<file path="src/rtl/btn_pkg.sv">
// Shared definitions for the push-button conditioner: status word layout,
// the widest supported button vector and a small popcount helper.
package btn_pkg;

    localparam int unsigned LEVEL_LSB   = 0;
    localparam int unsigned PRESS_LSB   = 8;
    localparam int unsigned RELEASE_LSB = 16;
    localparam int unsigned COUNT_LSB   = 24;

    localparam int unsigned MAX_BTN = 8;

    // Number of set bits in a button vector (0..MAX_BTN).
    function automatic logic [3:0] popcount(input logic [MAX_BTN-1:0] v);
        logic [3:0] n;
        n = '0;
        for (int i = 0; i < MAX_BTN; i++) begin
            n = n + {3'b000, v[i]};
        end
        return n;
    endfunction

endpackage

</file>
<file path="src/rtl/btn_debounce.sv">
// Single-button conditioner: two-flop synchroniser, polarity fix-up and a
// stability counter that only accepts a new level after it has been seen for
// DEBOUNCE_CYCLES consecutive cycles. Press/release are one-cycle pulses that
// line up with the cycle the accepted level changes.
module btn_debounce #(
    parameter int unsigned DEBOUNCE_CYCLES = 500000,
    parameter bit          ACTIVE_LOW      = 1'b1,
    parameter int unsigned CNT_W           = $clog2(DEBOUNCE_CYCLES)
) (
    input  logic clk,
    input  logic reset,
    input  logic raw_i,
    output logic stable_o,
    output logic press_o,
    output logic release_o
);

    // Raw level of a released button; the synchroniser resets to it so that
    // leaving reset never looks like a press.
    localparam logic             RawIdle = ACTIVE_LOW;
    localparam logic [CNT_W-1:0] CntLast = CNT_W'(DEBOUNCE_CYCLES - 1);

    logic             meta_q;
    logic             sync_q;
    logic             sync;
    logic [CNT_W-1:0] cnt_q, cnt_d;
    logic             stable_q, stable_d;
    logic             press_q, press_d;
    logic             release_q, release_d;

    // Two-flop synchroniser for the asynchronous pin.
    always_ff @(posedge clk) begin
        if (reset) begin
            meta_q <= RawIdle;
            sync_q <= RawIdle;
        end else begin
            meta_q <= raw_i;
            sync_q <= meta_q;
        end
    end

    // Internal polarity: 1 always means pressed.
    assign sync = sync_q ^ ACTIVE_LOW;

    // Count consecutive disagreeing samples; accept on the last one.
    always_comb begin
        cnt_d     = '0;
        stable_d  = stable_q;
        press_d   = 1'b0;
        release_d = 1'b0;
        if (sync != stable_q) begin
            if (cnt_q == CntLast) begin
                stable_d  = sync;
                press_d   = sync;
                release_d = ~sync;
            end else begin
                cnt_d = cnt_q + 1'b1;
            end
        end
    end

    // Debounce state and registered event pulses.
    always_ff @(posedge clk) begin
        if (reset) begin
            cnt_q     <= '0;
            stable_q  <= 1'b0;
            press_q   <= 1'b0;
            release_q <= 1'b0;
        end else begin
            cnt_q     <= cnt_d;
            stable_q  <= stable_d;
            press_q   <= press_d;
            release_q <= release_d;
        end
    end

    assign stable_o  = stable_q;
    assign press_o   = press_q;
    assign release_o = release_q;

endmodule

</file>
<file path="src/rtl/button_conditioner.sv">
// Push-button front end for the butao PIO: debounces NUM_BTN raw keys and
// packs clean levels, sticky press/release flags and an 8-bit press counter
// into a registered 32-bit status word. Flags and counter are cleared by
// rising edges on software-driven clear levels.
module button_conditioner
    import btn_pkg::*;
#(
    parameter int unsigned NUM_BTN         = 4,
    parameter int unsigned DEBOUNCE_CYCLES = 500000,
    parameter bit          ACTIVE_LOW      = 1'b1,
    parameter int unsigned CNT_W           = $clog2(DEBOUNCE_CYCLES)
) (
    input  logic               clk,
    input  logic               reset,
    input  logic [NUM_BTN-1:0] btn_raw_i,
    input  logic [NUM_BTN-1:0] flag_clr_i,
    input  logic               cnt_clr_i,
    output logic [31:0]        status_o,
    output logic [NUM_BTN-1:0] press_pulse_o
);

    logic [NUM_BTN-1:0] stable;
    logic [NUM_BTN-1:0] press;
    logic [NUM_BTN-1:0] release_ev;

    logic [NUM_BTN-1:0] flag_clr_q, flag_clr_prev_q;
    logic               cnt_clr_q, cnt_clr_prev_q;
    logic [NUM_BTN-1:0] flag_fire;
    logic               cnt_fire;

    logic [NUM_BTN-1:0] press_flag_q, press_flag_d;
    logic [NUM_BTN-1:0] release_flag_q, release_flag_d;
    logic [7:0]         count_q, count_d;
    logic [31:0]        status_q, status_d;

    logic [MAX_BTN-1:0] press_ext;
    logic [MAX_BTN-1:0] stable_ext;
    logic [MAX_BTN-1:0] press_flag_ext;
    logic [MAX_BTN-1:0] release_flag_ext;

    for (genvar g = 0; g < NUM_BTN; g++) begin : g_btn
        btn_debounce #(
            .DEBOUNCE_CYCLES(DEBOUNCE_CYCLES),
            .ACTIVE_LOW     (ACTIVE_LOW),
            .CNT_W          (CNT_W)
        ) u_debounce (
            .clk      (clk),
            .reset    (reset),
            .raw_i    (btn_raw_i[g]),
            .stable_o (stable[g]),
            .press_o  (press[g]),
            .release_o(release_ev[g])
        );
    end

    // Register the clear levels and keep the previous sample for edge detect.
    always_ff @(posedge clk) begin
        if (reset) begin
            flag_clr_q      <= '0;
            flag_clr_prev_q <= '0;
            cnt_clr_q       <= 1'b0;
            cnt_clr_prev_q  <= 1'b0;
        end else begin
            flag_clr_q      <= flag_clr_i;
            flag_clr_prev_q <= flag_clr_q;
            cnt_clr_q       <= cnt_clr_i;
            cnt_clr_prev_q  <= cnt_clr_q;
        end
    end

    assign flag_fire = flag_clr_q & ~flag_clr_prev_q;
    assign cnt_fire  = cnt_clr_q & ~cnt_clr_prev_q;

    // Widen per-button vectors to a full status byte; unused bits stay 0.
    always_comb begin
        press_ext                       = '0;
        stable_ext                      = '0;
        press_flag_ext                  = '0;
        release_flag_ext                = '0;
        press_ext[NUM_BTN-1:0]          = press;
        stable_ext[NUM_BTN-1:0]         = stable;
        press_flag_ext[NUM_BTN-1:0]     = press_flag_d;
        release_flag_ext[NUM_BTN-1:0]   = release_flag_d;
    end

    // Sticky flags (set beats clear), press counter and status packing.
    always_comb begin
        press_flag_d   = (press_flag_q & ~flag_fire) | press;
        release_flag_d = (release_flag_q & ~flag_fire) | release_ev;
        // A clear edge loads this cycle's presses so none are lost.
        count_d        = (cnt_fire ? 8'd0 : count_q) + {4'd0, popcount(press_ext)};
        status_d                          = '0;
        status_d[LEVEL_LSB +: MAX_BTN]    = stable_ext;
        status_d[PRESS_LSB +: MAX_BTN]    = press_flag_ext;
        status_d[RELEASE_LSB +: MAX_BTN]  = release_flag_ext;
        status_d[COUNT_LSB +: 8]          = count_d;
    end

    // Flag, counter and status registers.
    always_ff @(posedge clk) begin
        if (reset) begin
            press_flag_q   <= '0;
            release_flag_q <= '0;
            count_q        <= '0;
            status_q       <= '0;
        end else begin
            press_flag_q   <= press_flag_d;
            release_flag_q <= release_flag_d;
            count_q        <= count_d;
            status_q       <= status_d;
        end
    end

    assign status_o      = status_q;
    assign press_pulse_o = press;

endmodule

</file>
<file path="config.mk">
export PLATFORM = sky130hd
export DESIGN_NAME = button_conditioner
export DESIGN_NICKNAME = d
export VERILOG_FILES = /design/src/rtl/btn_pkg.sv /design/src/rtl/btn_debounce.sv /design/src/rtl/button_conditioner.sv
export SDC_FILE = /design/constraint.sdc
export NUM_CORES = 1
export LEC_CHECK = 0
export CAP_MARGIN = 0
export CORE_UTILIZATION = 45
export DETAILED_ROUTE_END_ITERATION = 10
export GPL_TIMING_DRIVEN = 0
export PLACE_DENSITY = 0.73
export SYNTH_ARGS = -nofsm -noshare
export SYNTH_HDL_FRONTEND = slang
export SYNTH_SLANG_ARGS = --single-unit
</file>
<file path="constraint.sdc">
create_clock -name clk -period 2.6 [get_ports clk]
set_input_delay 0.26 -clock clk [delete_from_list [all_inputs] [get_ports clk]]
set_output_delay 0.26 -clock clk [all_outputs]
set_load 0.03 [all_outputs]
</file>
## Word level (Yosys, flattened, before mapping)

Cells that the tools add are included.

- Bits in registers: 154
- Logic and storage cells: 83
- Output and inout port bits: 36
- Bits of input ports: 11

- Equality and inequality tests: 8
- Reductions and logical operators: 12
- Muxes and demuxes: 1
- Add/sub/neg operators: 8
- Bitwise operators: 21

Operators with widths:

| operator | number |
|---|---|
| $add A19 B1 Y19 const B | 4 |
| $eq A19 B19 Y1 const B | 4 |
| $reduce_or A3 Y1 | 8 |
| $not A1 Y1 | 13 |
| $and A4 B4 Y4 | 3 |
| $add A8 B4 Y8 | 1 |
| $mux W8 | 1 |
| $not A4 Y4 | 2 |
| $or A4 B4 Y4 | 2 |
| $reduce_and A2 Y1 | 4 |
| $add A3 B1 Y4 | 1 |
| $ne A1 B1 Y1 | 4 |
| $add A2 B1 Y3 | 1 |
| $add A1 B1 Y2 | 1 |
| $and A1 B1 Y1 | 1 |

## Depth between registers and ports, before layout

Gate-level depths: netlist of the first run.

- Word-level depth: 5
- Gate-level depth with buffers: 9
- Gate-level depth less buffers: 9

## Modules after synthesis

A second synthesis of the first run with hierarchy kept.

- Cells, all modules: 585
- Area, all modules: 5496.5 µm²

By module, submodules not included:

| module | area each (µm²) | instances | cells an instance | sequential area each (µm²) |
|---|---|---|---|---|
| btn_debounce | 1087.3 | 4 | 117 | 480.5 |
| button_conditioner | 1147.4 | 1 | 117 | 600.6 |

## Least setup slack after synthesis of the first run

No wires, ideal clock.

- Path kind: reg2reg
- Start point: register count_q[0]
- End point: register count_q[4]
- Cell stages (with the launch flop): 7
- Arrival time: 2.334 ns
- Data required time: 2.530 ns
- Setup time: 0.070 ns
- Path slack: 0.196 ns
- Period minus slack after synthesis: 2.404 ns
- Cell sequence: dfxtp_1 > nand2_1 > fa_1 > fa_1 > fa_1 > or3_1 > a21oi_1

- Word-level cells in the longest chain between the ends: 2

RTL lines:

| element | line | text |
|---|---|---|
| from (decl) | button_conditioner.sv:33 | `logic [7:0] count_q, count_d;` |
| from (signal assigned) | button_conditioner.sv:109 | `count_q <= count_d;` |
| $mux W8 | button_conditioner.sv:91 | `count_d = (cnt_fire ? 8'd0 : count_q) + {4'd0, popcount(press_ext)};` |
| $add A8 B4 Y8 | button_conditioner.sv:91 |  |

No other way between the ends.
A chain may end at the register's enable or synchronous reset.

## Worst setup path after layout of the first run

- Start point: register cnt_clr_prev_q
- End point: register count_q[4]

- Word-level cells in the longest chain between the ends: 4

RTL lines:

| element | line | text |
|---|---|---|
| from (decl) | button_conditioner.sv:27 | `logic cnt_clr_q, cnt_clr_prev_q;` |
| from (signal assigned) | button_conditioner.sv:67 | `cnt_clr_prev_q <= cnt_clr_q;` |
| $not A1 Y1 | button_conditioner.sv:72 | `assign cnt_fire = cnt_clr_q & ~cnt_clr_prev_q;` |
| $and A1 B1 Y1 | button_conditioner.sv:72 |  |
| $mux W8 | button_conditioner.sv:91 |  |
| $add A8 B4 Y8 | button_conditioner.sv:91 |  |

No other way between the ends.

==> results.md, run 1 <==
Run status:
- The flow ran to the end, and the final reports show no timing, DRC or antenna violations.

Logic synthesis:
- After synthesis the cells add up to 5280 µm².
- The post-synthesis instance total is 589.
- The dominant cell type by area after synthesis is dfxtp_1.
- The number of different library cells used by synthesis comes to 43.
- The share of synthesized area in the top cell type comes to 0.4777.
- For this run, asynchronously set or reset flops after synthesis account for 0.
- The most used flip-flop cell after synthesis is dfxtp_1.
- In this run the mean area of a mapped cell was 8.964 µm².
- For this run, the number of Yosys warnings is 0.
- The synthesis-stage register bit count is 126.
- The number of synthesized flops with an enable pin is 0.
- By area the synthesized netlist is led by dfxtp_1 (48%), xnor2_1 (6.5%), nor2_1 (6.0%).
- Of the synthesized area, sequential elements account for 0.4777.

Critical path:
- STA classifies the critical path endpoint as a register.
- The startpoint kind of the worst setup timing path is a register.
- The reg-to-reg setup timing slack is 0.12 ns.
- The type of the worst setup path is register to register.
- STA puts the critical path data arrival time at 2.81 ns.
- Along the worst path, the maximum fanout reaches 6.
- For the worst setup path, the data required time is 2.93 ns.

Clock network:
- CTS placed an instance of clkbuf_16 at the clock tree root.
- The H-tree depth is 4.
- The clock slew seen by the registers of the worst setup and hold paths is 0.05 ns.
- The number of clock buffers added by TritonCTS is 17.
- The clock reaches the later pin of the worst-skew pair after 0.40 ns.
- The number of buffers inserted by hold repair at cts is 0.
- The clock net in this run drives a total of 126 sinks.
- TritonCTS built the clock tree.
- The clock passes through at most 2 buffers.

Floorplan:
- The number of top-level design ports is 47.
- The number of placement rows is 39.
- The total area inside the core boundary comes to 11,420 µm².
- The area enclosed by the die boundary is 12,170 µm².
- The horizontal extent of the die is 110.3 µm.
- The effective utilization at floorplan is 0.4624.
- The die height is 110.3 µm.

Placement:
- The standard cell area after detailed placement is 5841 µm².
- OpenSTA, run right after detailed placement, puts the worst setup slack at 0.04911 ns.
- Including well taps, the total number of placed cells is 777.
- Detailed placement ended at an HPWL of 7400 µm.
- The final weighted congestion in routability-driven placement is 0.8294.
- The count of buffers added on input and output ports is 34.

STA:
- The number of hold violations in the final report is 0.
- Setup repair after global routing left no endpoint under its margin.
- The setup TNS after final layout is 0 ns.
- The part of the cycle the worst path needs is 0.9535.
- The maximum operating frequency is 403.4 MHz.
- Across all hold checks on the routed design, the worst slack comes to 0.4043 ns.
- The setup skew after layout is 0.01097 ns.
- Once routing completed, OpenROAD measured the worst setup slack at 0.1208 ns.
- The transition time at the pin with the least slew margin is 0.6474 ns.
- Setup violations remaining at the end of the flow were counted as 0.
- The routed design could run at a clock period as short as 2.479 ns.
- The worst slew slack as a fraction of its limit is 0.5655.
- The max-slew violation count is 0.

Drt:
- The first detailed-routing pass took 5 iterations.
- Detailed routing inserted a total of 4,201 vias.
- The detail route stage leaves a number of antenna-violating nets equal to 0.
- In this run, the number of DRC markers left after iteration 0 of detailed routing was 223.
- In the routed design, unresolved DRC markers number 0.
- Dividing the detail-routed wire length by the instance count gives 13.10 µm.
- The via count normalized by instance count is 5.199.
- The routed wire length is 10,580 µm.

Finish:
- Relative to the synthesized area, the layout overhead comes to 21.23%.
- The most common library cell in the layout ignoring fill and taps is dfxtp_1.
- The fraction of layout cells with a size suffix above 1 is 0.09023.
- The finished layout holds 808 standard cells, fillers aside.
- After routing the design area is 6401 µm².
- The number of nets in the layout is 672.
- Once layout is complete, the utilization of the core stands at 0.5606.
- The number of antenna cells inserted is 0.
- The library cells used most frequently in the layout, excluding fill and tap cells, are dfxtp_1 (126), nor2_1 (85), xnor2_1 (39).

GRT:
- The largest net degree at the start of global routing is 17.
- The initial antenna violation count is 0.
- The global-route wire length before repair is 17,730 µm.
- For this run the aggregate overflow at the end of global routing stands at 0.
- The total track usage is 0.1880.
- The via count of the first global-routing pass is 3,875.

Min path:
- The min-delay analysis places its worst path in the category register to register.

Power and ir drop:
- In this run the static leakage power is 2.095 nW.
- Power spread over the standard cell area amounts to 668.0 nW/µm².
- The overall power is 4.276 mW.
- IR analysis of the VDD net gives a maximum drop of 0.6011 mV.

Flow run:
- The total of max-cap violations is 0.
## final timing paths
path	to	start	cells past startpoint
hold reg to reg	g_btn[0].u_debounce.sync_q$_SDFF_PP1_	g_btn[0].u_debounce.meta_q$_SDFF_PP1_	1
setup / recovery	count_q[4]$_SDFF_PP0_	cnt_clr_prev_q$_SDFF_PP0_	7
setup reg to reg	count_q[4]$_SDFF_PP0_	cnt_clr_prev_q$_SDFF_PP0_	7
hold / removal	g_btn[0].u_debounce.sync_q$_SDFF_PP1_	g_btn[0].u_debounce.meta_q$_SDFF_PP1_	1
## layout make-up
cell class	count	area [µm²]
Buffer	36	202.7
Clock buffer	23	467.9
Clock inverter	8	90.09
Fill cell	1002	5017
Inverter	17	63.81
Multi-Input combinational cell	421	2535
Sequential cell	126	2522
Tap cell	143	178.9
Timing Repair Buffer	34	340.3
## sequential cells by signal, indices dropped and copies added (netlist names)
signal and count:
g_btn.u_debounce.meta_q 4, flag_clr_q 4, g_btn.u_debounce.press_o 4, cnt_clr_q 1
release_flag_q 3, g_btn.u_debounce.sync_q 4, cnt_clr_prev_q 1, status_o 6
g_btn.u_debounce.release_o 4, flag_clr_prev_q 4, press_flag_q 3, g_btn.u_debounce.stable_o 4
g_btn.u_debounce.cnt_q 76, count_q 8
## what timing repair did
item / 4_1_cts / 5_1_grt
gates resized for setup: 0 / 1
endpoints found under the setup margin: 0 / 2
setup buffers: 0 / 0
## report_power, final
group / internal, mW / total, mW / switching (mW)
combinational: 0.0414 / 0.103 / 0.0612
clock: 1.44 / 2.22 / 0.773
sequential: 1.95 / 1.96 / 0.00835
total: 3.43 / 4.28 / 0.842
## cell families (layout without fill, tap and decap cells)
family | after synthesis | after routing | share of synthesized area
muxes | 1 | 1 | 0.002133
other | 1 | 12 | 0.0007102
adders and majority gates | 8 | 8 | 0.02322
AOI/OAI and AO/OA | 50 | 50 | 0.05474
DFF | 126 | 126 | 0.4777
xor gates and xnor gates | 62 | 62 | 0.1028
and+or+nand+nor | 288 | 288 | 0.2882
buffers and inverters | 53 | 118 | 0.05047
## worst max-delay path, stage by stage, from the launching register on
cell      delay [ns]
dfxtp_1         0.30
nand2b_1        0.22
nand2_1         0.10
fa_1            0.45
fa_1            0.42
fa_2            0.40
or3_1           0.35
a21oi_1         0.15
## cells in the mapped netlist, types with 2 or more instances
cell	n
dfxtp_1	126
nor2_1	85
xnor2_1	39
nand2_1	30
nand3_1	30
a21oi_1	27
nand4_1	25
xor2_1	23
nor4_1	18
inv_1	17
nor3_1	17
buf_4	16
clkbuf_1	16
nor2b_1	15
and3_1	12
o21ai_0	10
or3_1	10
or2_2	9
nand2b_1	8
and4_1	7
nor4b_1	6
or4_1	6
ha_1	5
o31ai_1	4
buf_1	3
fa_1	3
a211oi_1	2
a31o_2	2
nor3b_1	2
o21ai_1	2
or4b_1	2
## metal layers
| layer | GRT usage | vias up | part of all wire |
|---|---|---|---|
| met5 | 0 | - | 0 |
| met1 | 0.2350 | 1968 | 0.47 |
| met4 | 0.07331 | 0 | 0.0089 |
| li1 | - | 2133 | - |
| met3 | 0.04703 | 10 | 0.038 |
| met2 | 0.3101 | 90 | 0.49 |
Power figures use the tool's default switching activity.
==> run 2, diff against run 1 <==
CTS_CLUSTER_SIZE = 28   (was default)
==> results of run 2 <==
Final layout, timing and power as in run 1 (identical DEF).
